### config.mk
export PLATFORM = sky130hd
export DESIGN_NAME = io_timer
export DESIGN_NICKNAME = d
export VERILOG_FILES = /design/src/rtl/io_timer_pkg.sv /design/src/rtl/io_timer_prescaler.sv /design/src/rtl/io_timer.sv
export SDC_FILE = /design/constraint.sdc
export NUM_CORES = 1
export LEC_CHECK = 0
export ABC_CLOCK_PERIOD_IN_PS = 3850
export CAP_MARGIN = 0
export CORE_MARGIN = 3
export CORE_UTILIZATION = 40
export DETAILED_ROUTE_END_ITERATION = 16
export SYNTH_ARGS = -nofsm -noshare
export SYNTH_HDL_FRONTEND = slang
export SYNTH_SLANG_ARGS = --single-unit
### constraint.sdc
create_clock -name clk -period 3.85 [get_ports clk]
set_input_delay 0.77 -clock clk [delete_from_list [all_inputs] [get_ports clk]]
set_output_delay 0.77 -clock clk [all_outputs]
set_load 0.03 [all_outputs]
### src/rtl/io_timer_pkg.sv
// io_timer_pkg
// Shared definitions for the io_timer peripheral: register offsets inside the
// 8-byte IO window, CTRL bit positions, prescaler select encodings and the
// prescaler terminal-count table.
package io_timer_pkg;

    // Register offsets (address[2:0])
    localparam logic [2:0] OFF_CTRL  = 3'd0;
    localparam logic [2:0] OFF_CMP_L = 3'd1;
    localparam logic [2:0] OFF_CMP_H = 3'd2;
    localparam logic [2:0] OFF_CNT_L = 3'd3;
    localparam logic [2:0] OFF_CNT_H = 3'd4;
    localparam logic [2:0] OFF_STAT  = 3'd5;

    // CTRL bit indices
    localparam int unsigned CTRL_EN    = 0;
    localparam int unsigned CTRL_CTC   = 1;
    localparam int unsigned CTRL_MIE   = 2;
    localparam int unsigned CTRL_OIE   = 3;
    localparam int unsigned CTRL_PS_LO = 4;
    localparam int unsigned CTRL_PS_HI = 5;

    // STAT bit indices
    localparam int unsigned STAT_MATCH = 0;
    localparam int unsigned STAT_OVF   = 1;

    // Prescaler select encodings
    typedef enum logic [1:0] {
        PS_DIV1   = 2'b00,
        PS_DIV8   = 2'b01,
        PS_DIV64  = 2'b10,
        PS_DIV256 = 2'b11
    } psSel_t;

    // Terminal count (divisor - 1) for a prescaler select value
    function automatic logic [7:0] prescTop(input psSel_t ps);
        logic [7:0] top;
        case (ps)
            PS_DIV1:   top = 8'd0;
            PS_DIV8:   top = 8'd7;
            PS_DIV64:  top = 8'd63;
            PS_DIV256: top = 8'd255;
            default:   top = 8'd0;
        endcase
        return top;
    endfunction

endpackage

### src/rtl/io_timer_prescaler.sv
// timer_prescaler
// 8-bit prescaler producing a one-cycle tick every 1/8/64/256 enabled cycles.
// Ports:
//   clk, rst : clock and synchronous active-high reset
//   en       : count enable; the counter is held at 0 while low
//   ps       : prescaler select (00=/1, 01=/8, 10=/64, 11=/256)
//   clear    : restart the prescale period (counter write)
//   tick     : one-cycle count strobe
module timer_prescaler
    import io_timer_pkg::*;
(
    input  logic       clk,
    input  logic       rst,
    input  logic       en,
    input  logic [1:0] ps,
    input  logic       clear,
    output logic       tick
);

    logic [7:0] presc;

    assign tick = en && (presc == prescTop(psSel_t'(ps)));

    always_ff @(posedge clk) begin
        if (rst || !en || clear) begin
            presc <= '0;
        end else if (tick) begin
            presc <= '0;
        end else begin
            presc <= presc + 8'd1;
        end
    end

endmodule

### src/rtl/io_timer.sv
// io_timer
// Memory-mapped 16-bit timer/counter on the CPU IO bus with prescaler,
// compare-match auto-clear (CTC), overflow flag and level interrupt.
// Ports:
//   clk, rst      : clock and synchronous active-high reset
//   address       : CPU IO address; window BASE_ADDR..BASE_ADDR+5
//   data_in       : CPU write data
//   data_out      : registered read data, 0 when no read was decoded
//   write_en      : CPU write strobe
//   read_en       : CPU read strobe
//   interrupt     : level request = MIE&MATCH | OIE&OVF
//   interrupt_clr : clears MATCH and OVF
module io_timer
    import io_timer_pkg::*;
#(
    parameter logic [15:0] BASE_ADDR = 16'h1000
) (
    input  logic        clk,
    input  logic        rst,
    input  logic [15:0] address,
    input  logic [7:0]  data_in,
    output logic [7:0]  data_out,
    input  logic        write_en,
    input  logic        read_en,
    output logic        interrupt,
    input  logic        interrupt_clr
);

    logic [5:0]  ctrl;
    logic [15:0] cmp;
    logic [15:0] cnt;
    logic        matchFlag;
    logic        ovfFlag;
    logic [7:0]  wrTmp;
    logic [7:0]  rdTmp;

    logic [2:0]  offset;
    logic        sel;
    logic        wrSel;
    logic        rdSel;
    logic        cntLoad;
    logic        tick;
    logic        matchSet;
    logic        ovfSet;
    logic        matchClr;
    logic        ovfClr;
    logic [15:0] cntNext;
    logic [7:0]  rdData;

    assign offset  = address[2:0];
    assign sel     = (address[15:3] == BASE_ADDR[15:3]) && (offset <= OFF_STAT);
    assign wrSel   = write_en && sel;
    assign rdSel   = read_en && sel;
    assign cntLoad = wrSel && (offset == OFF_CNT_L);

    assign matchClr = interrupt_clr || (wrSel && (offset == OFF_STAT) && data_in[STAT_MATCH]);
    assign ovfClr   = interrupt_clr || (wrSel && (offset == OFF_STAT) && data_in[STAT_OVF]);

    assign interrupt = (ctrl[CTRL_MIE] & matchFlag) | (ctrl[CTRL_OIE] & ovfFlag);

    timer_prescaler uPresc (
        .clk   (clk),
        .rst   (rst),
        .en    (ctrl[CTRL_EN]),
        .ps    (ctrl[CTRL_PS_HI:CTRL_PS_LO]),
        .clear (cntLoad),
        .tick  (tick)
    );

    // A counter load in the same cycle suppresses the tick entirely.
    // Overflow only reaches the else branch when CTC did not match, so the
    // CTC && cmp==FFFF exclusion collapses to a plain cnt==FFFF test there.
    always_comb begin
        cntNext  = cnt;
        matchSet = 1'b0;
        ovfSet   = 1'b0;
        if (tick && !cntLoad) begin
            if (ctrl[CTRL_CTC] && (cnt == cmp)) begin
                cntNext  = '0;
                matchSet = 1'b1;
            end else begin
                cntNext  = cnt + 16'd1;
                matchSet = (cnt == cmp);
                ovfSet   = (cnt == '1);
            end
        end
    end

    always_comb begin
        rdData = '0;
        case (offset)
            OFF_CTRL:  rdData = {2'b00, ctrl};
            OFF_CMP_L: rdData = cmp[7:0];
            OFF_CMP_H: rdData = cmp[15:8];
            OFF_CNT_L: rdData = cnt[7:0];
            OFF_CNT_H: rdData = rdTmp;
            OFF_STAT:  rdData = {6'b0, ovfFlag, matchFlag};
            default:   rdData = '0;
        endcase
    end

    always_ff @(posedge clk) begin
        if (rst) begin
            ctrl      <= '0;
            cmp       <= '0;
            cnt       <= '0;
            matchFlag <= 1'b0;
            ovfFlag   <= 1'b0;
            wrTmp     <= '0;
            rdTmp     <= '0;
            data_out  <= '0;
        end else begin
            data_out <= rdSel ? rdData : '0;

            // Latch the high byte at the low-byte read for a coherent pair
            if (rdSel && (offset == OFF_CNT_L)) begin
                rdTmp <= cnt[15:8];
            end

            if (wrSel) begin
                case (offset)
                    OFF_CTRL:  ctrl  <= data_in[5:0];
                    OFF_CMP_L: cmp   <= {wrTmp, data_in};
                    OFF_CMP_H: wrTmp <= data_in;
                    OFF_CNT_H: wrTmp <= data_in;
                    default:   ;
                endcase
            end

            cnt <= cntLoad ? {wrTmp, data_in} : cntNext;

            // Setting beats clearing in the same cycle
            matchFlag <= matchSet | (matchFlag & ~matchClr);
            ovfFlag   <= ovfSet   | (ovfFlag   & ~ovfClr);
        end
    end

endmodule

==> out/qor.tcl <==
set qor(globalRouteMet3Util_pct) 2.66
set qor(drt_first_pass_iters) 4
set qor(design.core.area_um2) 8850
set qor(detail_route.wirelength_um) 9820
set qor(buffer_ports.inserted) 37
set qor(post-cts-setup-buffer-count) 0
set qor(static_leakage_nw) 1.51
set qor(clock_tree_from_tritoncts) {yes}
set qor(crit_end) {wrTmp[4]}
set qor(synth_enable_flop_cells) 0
set qor(first_pass_grt_wire_length_um) 16000
set qor(netlist_area_um2) 3690
set qor(drtIter0Drc) 206
set qor(synthesis.nets) 468
set qor(fp.dieArea_um2) 10400
set qor(rows) 34
set qor(synth_sequential_area_ratio_pct) 39.1
set qor(max_cap_violations) 0
set qor(hold_path_class) {reg2reg}
set qor(worstPathMaxFanout) 8
set qor(run_status) {completed}
set qor(crit_path_start) {address[7]}
set qor(fraction_of_layout_cells_with_a_size_suffix_above_1_pct) 7.51
set qor(timing.final.crit_period_ns) 3.02
set qor(busiest_layer) {met2}
set qor(cts_sinks) 72
set qor(via_count) 3268
set qor(grt_pass1_vias) 3075
set qor(synth_largest_type_area_fraction_pct) 39.1
set qor(detail_route.vias_per_cell) 5.69
set qor(global_route.usage.total_pct) 19.8
set qor(cp-end-kind) {register}
set qor(timing.rr.start) {cnt[3]}
set qor(synthArstFlopShare_pct) 0
set qor(final-max-slew-violation-count) 0
set qor(grt_overflow) 0
set qor(hold_viol) 0
set qor(gp_routability_congestion) 0.839
set qor(areaGrowthSynthToFinish_pct) 16.2
set qor(fin_worst_skew_ns) 0.00760
set qor(synth.largest_area_cell) {sky130_fd_sc_hd__dfxtp_1}
set qor(floorplan.initialDensity_pct) 41.7
set qor(most_frequent_cell_after_synthesis) {sky130_fd_sc_hd__dfxtp_1}
set qor(post-place-ws_ns) 0.459
set qor(critical_path_class) {in2reg}
set qor(worstRegToRegCells) 6
set qor(crit-reg2reg-capture) {cnt[13]}
set qor(yosys_warnings) 0
set qor(layout.cell_area.non_filler_um2) 4280
set qor(r2r_slack_ns) 1.48
set qor(clk_latency_ns) 0.35
set qor(post-route-drc-count) 0
set qor(synth.lib_cells_used.distinct) 51
set qor(dominantRegCellSynth) {sky130_fd_sc_hd__dfxtp_1}
set qor(finalHoldWorstSlack_ns) 0.467
set qor(fin_setup_tns_ns) 0
set qor(cts_made_buffers) 9
set qor(critPathLaunchType) {input port}
set qor(ios) 38
set qor(filler_cell_count) 882
set qor(final-setup-viol-count) 0
set qor(synth.top_cells.by_area) {sky130_fd_sc_hd__dfxtp_1 39%, sky130_fd_sc_hd__mux2i_1 8.7%, sky130_fd_sc_hd__a21oi_1 5.6%}
set qor(syn_avg_cell_area_um2) 8.44
set qor(grt_max_degree) 62
set qor(postRouteAntennaNets) 0
set qor(die_height_um) 102
set qor(period_share_pct) 78.5
set qor(fmax_mhz) 331
set qor(grt_util_met2_pct) 31.5
set qor(critical_path_required_ns) 4.07
set qor(postPlaceCellArea_um2) 4090
set qor(total_power_divided_by_cell_area_nw_per_um2) 341
set qor(ys_ff_latch) 72
set qor(hold_buffers) 0
set qor(floorplan.die.width_um) 102
set qor(postCtsResizedCells) 0
set qor(cts-htree-levels) 3
set qor(routedWlPerCell_um) 17.1
set qor(postSynthCellCount) 437
set qor(grt_antenna_before_repair) 0
set qor(timing.slew.headroom_pct) 50.7
set qor(setup_repair_after_global_routing_missed_its_margin) {no}
set qor(finish.utilization_pct) 48.4
set qor(final_nets) 492
set qor(clk_transition_reported_paths_ns) 0.08
set qor(tightestPinTransition_ns) 0.736
set qor(hpwlAfterDp_um) 7000
set qor(clock_tree.buffer_depth) 2
set qor(cp.arrival_ns) 3.24
set qor(antennaDiodeCount) 0
set qor(clockRootBuffer) {sky130_fd_sc_hd__clkbuf_8}
set qor(timing.final.ws_setup_ns) 0.829
set qor(synthTopCellsByCount) {72 x sky130_fd_sc_hd__dfxtp_1, 47 x sky130_fd_sc_hd__nor2_1, 43 x sky130_fd_sc_hd__nand2_1, 41 x sky130_fd_sc_hd__a21oi_1, 32 x sky130_fd_sc_hd__mux2i_1}
set qor(globalRouteMet1Util_pct) 27.7
set qor(vdd_ir_drop_max_v) 0.000130
[worst min path at each step]
stage                    start              end  slack, ns  cells after the start
2_1_floorplan  uPresc.presc[0]  uPresc.presc[0]       0.43                      1
3_3_place_gp   uPresc.presc[0]  uPresc.presc[0]       0.44                      1
3_5_place_dp   uPresc.presc[0]  uPresc.presc[0]       0.45                      1
4_1_cts        uPresc.presc[0]  uPresc.presc[0]       0.47                      1
5_1_grt               wrTmp[0]           cmp[8]       0.50                      2
6_report       uPresc.presc[0]  uPresc.presc[0]       0.47                      1
[cell usage in the layout, fill, tap and decap left out, types with 6 or more instances in the layout]
| cell | netlist | layout |
|---|---|---|
| sky130_fd_sc_hd__o22ai_1 | 18 | 18 |
| sky130_fd_sc_hd__nand2_1 | 43 | 43 |
| sky130_fd_sc_hd__nand4_1 | 12 | 12 |
| sky130_fd_sc_hd__nor3_1 | 16 | 16 |
| sky130_fd_sc_hd__nor2_1 | 47 | 47 |
| sky130_fd_sc_hd__and3_1 | 12 | 12 |
| sky130_fd_sc_hd__nand3_1 | 15 | 15 |
| sky130_fd_sc_hd__clkdlybuf4s50_1 | 0 | 36 |
| sky130_fd_sc_hd__nor2b_1 | 6 | 6 |
| sky130_fd_sc_hd__clkbuf_8 | 0 | 9 |
| sky130_fd_sc_hd__buf_4 | 4 | 6 |
| sky130_fd_sc_hd__and2_1 | 7 | 7 |
| sky130_fd_sc_hd__mux2i_1 | 32 | 32 |
| sky130_fd_sc_hd__a21oi_1 | 41 | 41 |
| sky130_fd_sc_hd__dfxtp_1 | 72 | 72 |
| sky130_fd_sc_hd__xnor2_1 | 19 | 19 |
| sky130_fd_sc_hd__inv_1 | 7 | 7 |
[through the flow]
step,std cells,power [mW]
2_1_floorplan,437,0.821
3_3_place_gp,558,0.871
3_5_place_dp,558,0.871
4_1_cts,574,1.47
5_1_grt,574,1.52
6_report,574,1.46
[power breakdown]
part / leakage, nW / switching [mW] / total, mW / internal (mW)
sequential: 0.580 / 0.00598 / 0.754 / 0.748
clock: 0.0851 / 0.306 / 0.608 / 0.302
combinational: 0.843 / 0.0534 / 0.101 / 0.0473
[layer usage]
metal	part of all wire, %	routed length [µm]
met5	0	0
met4	1.5	149
met3	4.9	484
met2	46	4540
met1	47	4640
[kinds of logic after synthesis]
family	Yosys count	synth area share, %
AO/OA/AOI/OAI	84	14.0
XOR/XNOR	23	5.46
adder cells (fa/ha/maj)	2	0.679
buffers and inverters	37	4.68
flip-flops	72	39.1
multiplexers	36	10.5
AND/OR/NAND/NOR	183	25.6
[state kept, by name, indices dropped and copies added (netlist names)]
register and flops:
cmp 16, cnt 16, data_out 8, rdTmp 8
uPresc.presc 8, wrTmp 8, ctrl 6, matchFlag 1
ovfFlag 1
[critical path: stages]
cell and delay [ns]:
sky130_fd_sc_hd__clkdlybuf4s50_1 0.39, sky130_fd_sc_hd__or4_1 0.57, sky130_fd_sc_hd__a2111oi_4 0.40, sky130_fd_sc_hd__and2_2 0.24, sky130_fd_sc_hd__and4bb_1 0.55, sky130_fd_sc_hd__mux2i_1 0.25
sky130_fd_sc_hd__nor2_1 0.06
[area by class of cell]
type / instances / area (µm²) / area share (%)
tap: 108 / 135 / 3.16
sequential: 72 / 1440 / 33.7
clock buffer: 10 / 128 / 2.98
inverter: 7 / 26.3 / 0.613
timing repair buffer: 43 / 410 / 9.58
multi-input combinational: 328 / 2070 / 48.4
clock inverter: 6 / 68.8 / 1.61
Power figures use the tool's default switching activity.
